--- src/rtl/param_decoder_seq.sv ---
// param_decoder_seq: registered one-hot decoder with HOLD (static) and
// SCAN (walking-one) modes. The scan advances once every SCAN_DIV cycles.
module param_decoder_seq #(
  parameter int N        = 3,
  parameter int SCAN_DIV = 4
) (
  input  logic              clk,
  input  logic              rst,
  input  logic              en,
  input  logic              load,
  input  logic              clr,
  input  logic              mode,
  input  logic [N-1:0]      sel,
  output logic [(1<<N)-1:0] z,
  output logic [N-1:0]      idx,
  output logic              active,
  output logic              wrap
);

  localparam int W     = 1 << N;
  localparam int DIV_W = (SCAN_DIV < 2) ? 1 : $clog2(SCAN_DIV + 1);

  localparam logic [DIV_W-1:0] DIV_LAST = DIV_W'(SCAN_DIV - 1);
  localparam logic [DIV_W-1:0] DIV_ONE  = DIV_W'(1);
  localparam logic [N-1:0]     IDX_ONE  = N'(1);
  localparam logic [N-1:0]     IDX_LAST = '1;

  typedef enum logic [1:0] {
    IDLE = 2'd0,
    HOLD = 2'd1,
    SCAN = 2'd2
  } state_e;

  state_e           state_q, state_d;
  logic [N-1:0]     idx_q,   idx_d;
  logic [DIV_W-1:0] div_q,   div_d;
  logic [W-1:0]     z_q,     z_d;
  logic             active_q, active_d;
  logic             wrap_q,   wrap_d;

  // Next-state logic: clr beats everything, en=0 freezes, load beats stepping.
  always_comb begin
    // NOTE: every comb output gets a default first so no path can infer a latch.
    state_d = state_q;
    idx_d   = idx_q;
    div_d   = div_q;
    wrap_d  = 1'b0;

    if (clr) begin
      state_d = IDLE;
      div_d   = '0;
    end else if (en) begin
      if (load) begin
        // Reload never produces a wrap pulse, even when landing on index 0.
        state_d = mode ? SCAN : HOLD;
        idx_d   = sel;
        div_d   = '0;
      end else if (state_q == SCAN) begin
        if (div_q == DIV_LAST) begin
          div_d  = '0;
          idx_d  = idx_q + IDX_ONE;
          wrap_d = (idx_q == IDX_LAST);
        end else begin
          div_d = div_q + DIV_ONE;
        end
      end
    end

    // Outputs are a pure function of the next registered state, so z stays one-hot.
    active_d = (state_d != IDLE);
    z_d      = '0;
    if (active_d) z_d[idx_d] = 1'b1;
  end

  // State and output registers with asynchronous reset.
  always_ff @(posedge clk or posedge rst) begin
    // NOTE: sequential state uses non-blocking assignments so all flops update together.
    if (rst) begin
      state_q  <= IDLE;
      idx_q    <= '0;
      div_q    <= '0;
      z_q      <= '0;
      active_q <= 1'b0;
      wrap_q   <= 1'b0;
    end else begin
      state_q  <= state_d;
      idx_q    <= idx_d;
      div_q    <= div_d;
      z_q      <= z_d;
      active_q <= active_d;
      wrap_q   <= wrap_d;
    end
  end

  assign z      = z_q;
  assign idx    = idx_q;
  assign active = active_q;
  assign wrap   = wrap_q;

endmodule

--- config.mk ---
export PLATFORM = sky130hd
export DESIGN_NAME = param_decoder_seq
export DESIGN_NICKNAME = d
export VERILOG_FILES = /design/src/rtl/param_decoder_seq.sv
export SDC_FILE = /design/constraint.sdc
export NUM_CORES = 1
export LEC_CHECK = 0
export ABC_CLOCK_PERIOD_IN_PS = 1640
export CAP_MARGIN = 30
export CORE_MARGIN = 2
export CORE_UTILIZATION = 42
export CTS_CLUSTER_DIAMETER = 40
export DETAILED_ROUTE_END_ITERATION = 6
export PLACE_DENSITY = 0.71
export SKIP_CTS_REPAIR_TIMING = 1
export SYNTH_ARGS = -nofsm -noshare
export SYNTH_HDL_FRONTEND = slang
export SYNTH_SLANG_ARGS = --single-unit
--- constraint.sdc ---
create_clock -name clk -period 1.64 [get_ports clk]
set_clock_uncertainty 0.2 [all_clocks]
set_input_delay 0.41 -clock clk [delete_from_list [all_inputs] [get_ports clk]]
set_output_delay 0.41 -clock clk [all_outputs]
set_load 0.03 [all_outputs]
; ---- Word level (Yosys, flattened, before mapping)
; Index checks and enable logic that the tools add are counted.
[word_totals]
reg_bits = 18
elab_cells = 40
[classes]
n_lt_le_gt_ge = 2
n_addsub = 2
n_eq_ne = 3
mux = 22
n_reduce_logical = 5
[ops]
columns = cell, n
row1 = $mux 3, 10
row2 = $mux 2, 4
row3 = $mux 8, 1
row4 = $add 3x1->3 const B, 2
row5 = $mux 1, 6
row6 = $lt 3x4->1 const B, 1
row7 = $reduce_bool 2->1, 2
row8 = $demux 1 s3, 1
row9 = $eq 3x2->1 const B, 1
row10 = $eq 3x3->1 const B, 1
row11 = $ge 3x1->1 const B, 1
row12 = $reduce_bool 3->1, 1
row13 = $eq 2x2->1 const B, 1
row14 = $reduce_and 2->1, 1
row15 = $logic_and 1x1->1, 1

; ---- Logic depth before layout (Yosys ltp)
[logic_depth]
word_depth = 11
ltp_mapped = 7

; ---- Worst setup path after synthesis
; Ideal clock, no wire load.
[synth_timing]
kind = register -> register
start = register idx_q[0] (netlist: idx[0])
end = register z_q[1] (netlist: z[1])
arrival_ns = 1.609
setup_time_ns = 0.128
t_required_ns = 1.312
stages_incl_launch_ff = 7
n_path_buf = 0
setup_slack_ns = -0.297
cell_sequence = dfrtp_1 > ha_1 > ha_1 > nor4_1 > or3_4 > inv_2 > nor3_1
[synth_via]
elab_chain_len = 11
[synth_lines]
columns = element, line_no
row1 = "start, declared", 35  ; logic [N-1:0] idx_q, idx_d;
row2 = "start signal, assigned", 87  ; idx_q <= idx_d;
row3 = $add 3x1->3 *, 61  ; idx_d = idx_q + IDX_ONE;
row4 = $mux 3 *, 59  ; if (div_q == DIV_LAST) begin
row5 = $mux 3 *, 58  ; end else if (state_q == SCAN) begin
row6 = $mux 3 *, 53  ; if (load) begin
row7 = $mux 3 *, 52  ; end else if (en) begin
row8 = $mux 3 *, 49  ; if (clr) begin
row9 = net idx_d[2], 35
row10 = $lt 3x4->1 (implied by the code) / $ge 3x1->1 (equally long branches), 72  ; if (active_d) z_d[idx_d] = 1'b1;
row11 = $logic_and 1x1->1 (implied by the code), 72
row12 = $mux 1 (implied by the code), 72
row13 = $demux 1 s3 *, 72
row14 = $mux 8 *, 72
row15 = net z_d[1], 37  ; logic [W-1:0] z_q, z_d;
row16 = "end signal, assigned", 89  ; z_q <= z_d;
row17 = "end, declared", 37
; Mark *: on every way through the listed nets, which the timed path passes. The rest lies on a longest branch.
; A chain may end at the register's enable or synchronous reset.

; ---- Final worst setup path
[layout_timing]
start = register div_q[0]
end = register z_q[4] (netlist: z[4])
[layout_via]
elab_chain_len = 11
[layout_lines]
columns = element, line_no
row1 = "start, declared", 36  ; logic [DIV_W-1:0] div_q, div_d;
row2 = "start signal, assigned", 88  ; div_q <= div_d;
row3 = $eq 3x2->1 *, 59
row4 = $mux 3 *, 59
row5 = $mux 3 *, 58
row6 = $mux 3 *, 53
row7 = $mux 3 *, 52
row8 = $mux 3 *, 49
row9 = $lt 3x4->1 (implied by the code) / $ge 3x1->1 (equally long branches), 72
row10 = $logic_and 1x1->1 (implied by the code), 72
row11 = $mux 1 (implied by the code), 72
row12 = $demux 1 s3 *, 72
row13 = $mux 8 *, 72
row14 = net z_d[4], 37
; Marks and branches as above.

==> impl_metrics.toml <==
[status]
status = "complete, but fails checks"
violations = "setup timing"

[route]
ant_nets = 0
wl_per_cell_um = 16.88
dr_total_vias = 811
avgViaCountPerCell = 5.336
wl_um = 2566
drc = 0
initialDrtViolationCount = 11
first_pass_iters = 6

[synth]
async_flop_share_pct = 100.0
synth_edf_count = 0
synth_mux_area_share_pct = 0
synth-adder-area-share_pct = 4.342
synth_area_per_cell_um2 = 10.94
syn-instance-count = 79
synth_flop_cell = "dfrtp_1"
synth_nets = 91
synth.distinct_cells = 28
synth_area_um2 = 864.6
synth_xor_area_share_pct = 0
synth_top_family_by_area = "simple AND/OR/NAND/NOR gates"
synthSimpleGateAreaFrac_pct = 30.68
ys_ff_latch = 18
synth_compound_area_share_pct = 9.407
yosysWarnings = 0
yosysSeqAreaShare_pct = 52.10

[final_layout]
num-fill-cells = 127
diodes = 0
final_area_um2 = 1528
final_common_cell = "buf_4"
layout_common_cells = "buf_4, dfrtp_1, dlymetal6s2s_1"
fin_nets = 138
final_util_pct = 78.67
area_delta_synth_final_pct = 76.70
drive_gt1_share_pct = 48.80

[pwr]
cellLeakagePower_uw = 0.0008547
ir_drop_v = 0.0006723
p_int_uw = 763.1
sw_frac_of_total_pct = 30.55
pwr-share-comb_pct = 30.9
switchingPower_uw = 335.7
pwr-share-seq_pct = 44.2
power_density_nw_per_um2 = 719.3
p_clk_share_pct = 24.9

[floorplanning]
die_y_um = 49.37
dieArea_um2 = 2437
ios = 22
fp-row-count = 16
initial_core_util_pct = 44.52
core_area_um2 = 1942
die_w_um = 49.37

[hold_path]
hold_class = "in -> async"

[timing]
rsz0062_at_grt = "yes"
hold_viol = 0
setup_viol = 11
worstMarginPinSlew_ns = 0.3260
setup_tns_ns = -2.258
drv_slew = 0
relSlewSlack_pct = 78.23
period_needed_ns = 1.891
finalCritPeriodShare_pct = 115.3
fmax_mhz = 528.7
hold_slack_ns = 0.2291
setup_ws_ns = -0.2513

[clock_tree]
clkLatencyLatePin_ns = 0.30
clockBufferDepth = 2
clk_pin_slew_ns = 0.10
cts_buffers = 3
cts_root_buf = "clkbuf_4"
htree_num_levels = 1
cts_sinks = 18
cts_tree = "done"

[grt]
grt_pass1_vias = 746
grt_max_degree = 19
overflow = 0
antenna_found_initial = 0
grtUsageTotal_pct = 19.49
grt_pass1_wl_um = 3429

[setup_path]
startpoint_type = "register"
crit_fanout = 6
crit_arrival_ns = 1.91
end_kind = "register"
critical_path_class = "reg -> reg"
crit_required_ns = 1.66
r2r_setup_slack_ns = -0.25

[placed_design]
hpwl_um = 1601
place_area_um2 = 1269
io_buffers = 21
gp_congestion = 0.7527

[flow_run]
maxCapViolations = 0
-- worst paths after layout --
path                                             end            startpoint  depth (start not counted)
worst max register to register        z[4]$_DFF_PP0_  div_q[0]$_DFFE_PP0P_                          6
worst min register to register  div_q[1]$_DFFE_PP0P_  div_q[1]$_DFFE_PP0P_                          2
worst max-delay path                  z[4]$_DFF_PP0_  div_q[0]$_DFFE_PP0P_                          6
min in group clk                      wrap$_DFF_PP0_                  load                          3
worst min-delay path                idx[2]$_DFF_PP0_                   rst                          3
max in group asynchronous           idx[1]$_DFF_PP0_                   rst                          3
-- through the flow --
step	worst slack [ns]	instances	total power [µW]
final	-0.2513	152	1099
after global routing	-0.3115	152	1146
after CTS	-0.3432	148	1035
after detailed placement	-0.6489	144	760.8
after global placement	-0.6270	144	748.3
after floorplan	-0.1986	79	629.3
-- power groups by stage --
stage / combinational (µW) / sequential (µW) / clock, µW
2_1_floorplan: 102 / 527 / 0
3_3_place_gp: 259 / 489 / 0
3_5_place_dp: 270 / 491 / 0
4_1_cts: 271 / 482 / 281
5_1_grt: 362 / 487 / 297
6_report: 339 / 485 / 274
-- metal layers --
metal  wire (µm)  track usage, %  up-vias
met5           0               0        -
met4          66           9.722        0
met3         109           2.761        9
met2        1293           32.88       36
met1        1098           24.35      396
li1            -               -      370
-- state kept, by name, indices dropped and copies added, names as in the netlist --
| register | count |
|---|---|
| active | 1 |
| div_q | 3 |
| idx | 3 |
| state_q | 2 |
| wrap | 1 |
| z | 8 |
-- logic make-up after synthesis --
| family | count (synthesis) |
|---|---|
| and+or+nand+nor | 40 |
| DFF | 18 |
| adders and majority gates | 3 |
| AOI/OAI and AO/OA | 11 |
| buffers and inverters | 7 |
-- synthesized netlist by cell type (3+ instances only) --
library cell	n	share of area [%]
dfrtp_1	18	52
nor2_1	9	3.9
a21oi_1	4	2.3
nor2b_1	4	2.9
nor3_1	4	2.3
nor3_2	4	4.6
buf_2	3	1.7
ha_1	3	4.3
nand2_1	3	1.3
nor4_1	3	2.2
-- area by class of cell --
cell class                 count  area [µm²]  share of cell area (%)
multi-input combinational     54       529.3                   34.64
sequential                    18       452.9                   29.65
timing repair buffer          45       452.9                   29.65
clock buffer                   4       36.28                   2.375
tap                           27       33.78                   2.211
inverter                       4       22.52                   1.474
-- critical path, stage by stage, from the launching register on --
cell	delay [ns]
dfrtp_1	0.43
ha_4	0.19
nand4bb_4	0.10
buf_8	0.15
o41ai_4	0.08
or3b_4	0.46
nor3_2	0.20
(Power assumes the default switching activity.)
==> patch 1 (config.mk and constraints unchanged) <==
The parameter `N` goes from 3 to 2.
--- a/src/rtl/param_decoder_seq.sv
+++ b/src/rtl/param_decoder_seq.sv
@@ -1,7 +1,7 @@
 // param_decoder_seq: registered one-hot decoder with HOLD (static) and
 // SCAN (walking-one) modes. The scan advances once every SCAN_DIV cycles.
 module param_decoder_seq #(
-  parameter int N        = 3,
+  parameter int N        = 2,
   parameter int SCAN_DIV = 4
 ) (
   input  logic              clk,
Interface: changed (resized idx, sel and z); port bits go from 22 to 16. No check against the original RTL was run, so the function may have changed too.
==> patch 1 against the unedited design <==
- the run still ends with setup timing left
- area after synthesis shrank 27%
- sequential power shrank 27%
- design area shrank 38%
- sequential cell count shrank 5
- sequential share of layout area grew 4.8 points
- power shrank 33%
- core utilization shrank 8.5 points
- worst hold slack is essentially flat
- worst setup slack gained 0.15 ns
- fmax grew 8.8%
- wire length shrank 55%
==> patch 1: results <==
set metrics [dict create \
    violations "setup timing" \
    firstDrtPassIters 4 \
    grt_pass1_wl_microns 1970 \
    buffers_excl_clock 28 \
    cts_num_sinks 13 \
    cpMaxStageDelayCell "dfrtp_1" \
    nets 98 \
    use_met2_pct 22.1 \
    vias_per_cell 4.94 \
    relSlewSlack_pct 78.6 \
    antenna_found_initial 0 \
    peakVddDrop_uv 528 \
    route.met3.wl_microns 43 \
    grt.total_usage_pct 14.5 \
    final-clk-cell-share_pct 2.77 \
    largest_reg_flops 4 \
    grt_use_met1_pct 18.7 \
    yosysSeqAreaShare_pct 51.8 \
    synth_common_cells "13 x dfrtp_1, 4 x a21oi_1, 4 x inv_1" \
    power.leakage_nw 0.564 \
    synth_compound_gate_area_share_pct 9.76 \
    status "finished, violations left" \
    gp_congestion 0.809 \
    ctsRootBufferMaster "clkbuf_4" \
    clockBufferCount 4 \
    drive_gt1_share_pct 34.5 \
    cts.clk_slew.worst_paths_ns 0.08 \
    wl_met2_microns 530 \
    place_hpwl_microns 889 \
    power_switching_uw 204 \
    cp_slowest_stage_delay_ns 0.36 \
    met1_length_microns 578 \
    buf_share_pct 28.0 \
    fill_cells 101 \
    cp.arrival_ns 1.70 \
    async_flop_share_pct 100 \
    ant_nets 0 \
    power_frac_seq_pct 47.8 \
    insertion_delay_ns 0.27 \
    grt_max_degree 14 \
    crit_fanout 5 \
    synth_mux_area_share_pct 4.98 \
    synth.area.top_cells "dfrtp_1 52%, ha_1 4.0%, nor3b_1 3.6%, a21oi_1 3.2%, mux2i_1 3.2%" \
    synthAdderAreaFrac_pct 3.98 \
    comb_power_share_pct 26.3 \
    topRoutingLayerUsed "met4" \
    timing.final.ws_setup_ns -0.0986 \
    multi_input_area_share_pct 31.2 \
    first_global_vias 466 \
    wl_microns 1160 \
    ys_types 26 \
    numPortBuffers 15 \
    grt_util_met3_pct 2.55 \
    synth_nets 67 \
    drt-initial-drc-count 8 \
    finalSetupViolations 5 \
    hold_slack_ns 0.229 \
    htree_levels 1 \
    seqCellArea_sq_um 327 \
    nMultiInputCombCells 38 \
]
==> patch 1: path summary, 6_finish.rpt <==
kind / start / end / depth (start not counted)
max: div_q[0] / z[1] / 5
min: rst / div_q[2] / 3
max reg2reg: div_q[0] / z[1] / 5
min reg2reg: div_q[1] / div_q[1] / 1
max in group asynchronous: rst / idx[0] / 3
min in group clk: div_q[1] / div_q[1] / 1
==> patch 1: critical path: cells and delay by family (launching register included) <==
kind | cells | cell delay [ns]
simple gates | 2 | 0.48
flops | 1 | 0.36
mux | 1 | 0.22
fa+ha+maj | 1 | 0.19
compound gates | 1 | 0.17
==> patch 1: stage by stage <==
stage	instances	setup WS, ns	instance area (sq um)	total power [mW]	setup TNS, ns
final	102	-0.0986	947	0.737	-0.380
after global routing	102	-0.194	947	0.787	-0.762
after CTS	101	-0.242	895	0.737	-1.89
after detailed placement	97	-0.385	868	0.544	-3.39
after global placement	97	-0.371	868	0.542	-3.27
after floorplan	57	0.00503	629	0.458	0
==> patch 2 (same settings) <==
Without the edit above. Register the inputs `en`, `load`, `clr`, `mode` and `sel` before use, with the module's reset. The logic sees them one clock later.
--- a/src/rtl/param_decoder_seq.sv
+++ b/src/rtl/param_decoder_seq.sv
@@ -31,6 +31,28 @@
     SCAN = 2'd2
   } state_e;
 
+  logic en_q;
+  logic load_q;
+  logic clr_q;
+  logic mode_q;
+  logic [N-1:0] sel_q;
+
+  always_ff @(posedge clk or posedge rst) begin
+    if (rst) begin
+      en_q   <= '0;
+      load_q <= '0;
+      clr_q  <= '0;
+      mode_q <= '0;
+      sel_q  <= '0;
+    end else begin
+      en_q   <= en;
+      load_q <= load;
+      clr_q  <= clr;
+      mode_q <= mode;
+      sel_q  <= sel;
+    end
+  end
+
   state_e           state_q, state_d;
   logic [N-1:0]     idx_q,   idx_d;
   logic [DIV_W-1:0] div_q,   div_d;
@@ -46,14 +68,14 @@
     div_d   = div_q;
     wrap_d  = 1'b0;
 
-    if (clr) begin
+    if (clr_q) begin
       state_d = IDLE;
       div_d   = '0;
-    end else if (en) begin
-      if (load) begin
+    end else if (en_q) begin
+      if (load_q) begin
         // Reload never produces a wrap pulse, even when landing on index 0.
-        state_d = mode ? SCAN : HOLD;
-        idx_d   = sel;
+        state_d = mode_q ? SCAN : HOLD;
+        idx_d   = sel_q;
         div_d   = '0;
       end else if (state_q == SCAN) begin
         if (div_q == DIV_LAST) begin
Behaviour: not the same (Yosys sat finds a counterexample within 4 cycles, from zero or initial values and one cycle with rst high).
==> patch 2 against the unedited design <==
- the run still ends with setup timing left
- wire length down 15%
- fmax is 3.9% lower
- power increased by 18%
- combinational power rose by 5.9%
- sequential cell count rose by 7
- design area up 12%
- area after synthesis grew 21%
- worst setup slack lost 0.077 ns
- worst hold slack lost 0.026 ns
- core utilization down 8.0 points
- count of clock-buffer cells in the layout is the same
==> patch 2: results <==
set metrics [dict create \
    peakVddDrop_uv 674 \
    cts.clk_slew.worst_paths_ns 0.12 \
    fill_cells 164 \
    crit_fanout 5 \
    timing.final.ws_setup_ns -0.328 \
    synth_common_cells "25 x dfrtp_1, 6 x nor2_1, 5 x a21oi_1" \
    violations "setup timing" \
    synth_nets 98 \
    insertion_delay_ns 0.32 \
    status "finished, violations left" \
    nets 143 \
    wl_per_cell_microns 13.7 \
    drive_gt1_share_pct 45.4 \
    wl_microns 2190 \
    grt.total_usage_pct 16.3 \
    first_global_vias 750 \
    finalSetupViolations 11 \
    cp.arrival_ns 2.01 \
    place_inst 152 \
    synthCells 86 \
    yosysSeqAreaShare_pct 60.0 \
    synth_compound_gate_area_share_pct 7.44 \
    ys_types 28 \
    post_dp_cell_area_sq_um 1450 \
    synthAdderAreaFrac_pct 3.60 \
    grt_pass1_wl_microns 3230 \
    place_hpwl_microns 1480 \
    ff2ff_path_depth 7 \
]
patch 2: cell types whose count changed after synthesis, sizes merged:
| cell | delta |
|---|---|
| nor3b | +1 |
| nor2b | -1 |
| inv | +1 |
| and2b | +1 |
| buf | +1 |
| nor2 | -3 |
| dfrtp | +7 |
patch 2: cells by family (layout without fill, tap and decap cells):
logic type,after synthesis,in the layout
simple gates,38,38
flops,25,25
compound gates,11,11
buf+inv,9,53
fa+ha+maj,3,3
patch 2: where the power goes:
| group | switching [mW] | internal [mW] | leakage [nW] | total [mW] |
|---|---|---|---|---|
| registers | 0.0263 | 0.647 | 0.322 | 0.674 |
| logic | 0.181 | 0.178 | 0.580 | 0.359 |
| clock network | 0.170 | 0.0952 | 0.0150 | 0.265 |
| total | 0.377 | 0.920 | 0.917 | 1.30 |
patch 2: final cells by class:
class	instances	area, sq um	area share [%]
repair buffers	44	447	26.2
well taps	30	37.5	2.20
clock buffers	4	26.3	1.54
inverters	5	28.8	1.69
multi-input cells	52	537	31.5
flip-flops and latches	25	628	36.9
patch 2: path summary, 6_finish.rpt:
check                             endpoint  slack (ns)      from
max in group asynchronous           idx[1]        0.88       rst
worst min-delay path              sel_q[0]        0.20       rst
worst max register to register        z[1]       -0.33  div_q[0]
worst min register to register  state_q[1]        0.36    mode_q
min in group clk                      en_q        0.31        en
worst max-delay path                  z[1]       -0.33  div_q[0]
patch 2: per-stage QoR:
step	hold slack (ns)	setup WS (ns)	utilization, %	TNS (ns)	power [mW]
3_3_place_gp	0.314	-0.279	60.1	-2.10	0.949
4_1_cts	0.205	-0.348	61.2	-6.11	1.22
3_5_place_dp	0.336	-0.299	60.1	-2.56	0.955
2_1_floorplan	0.237	-0.199	-	-1.57	0.826
6_report	0.203	-0.328	70.7	-2.76	1.30
5_1_grt	0.228	-0.426	70.7	-3.86	1.36
patch 2: per-layer routing:
metal  global-route usage [%]  up-vias  wire, microns
li1                         -      390              -
met1                     20.9      389            942
met2                     25.6       31           1070
met3                     3.33        9            103
met4                     8.97        0             75
met5                        0        -              0
patch 2: worst max-delay path, cell delays in order, from the launching register on:
cell,delay [ns]
dfrtp_1,0.44
ha_4,0.18
nand4bb_4,0.12
buf_6,0.16
nor4_2,0.26
or3_4,0.28
inv_6,0.07
nor3_2,0.17
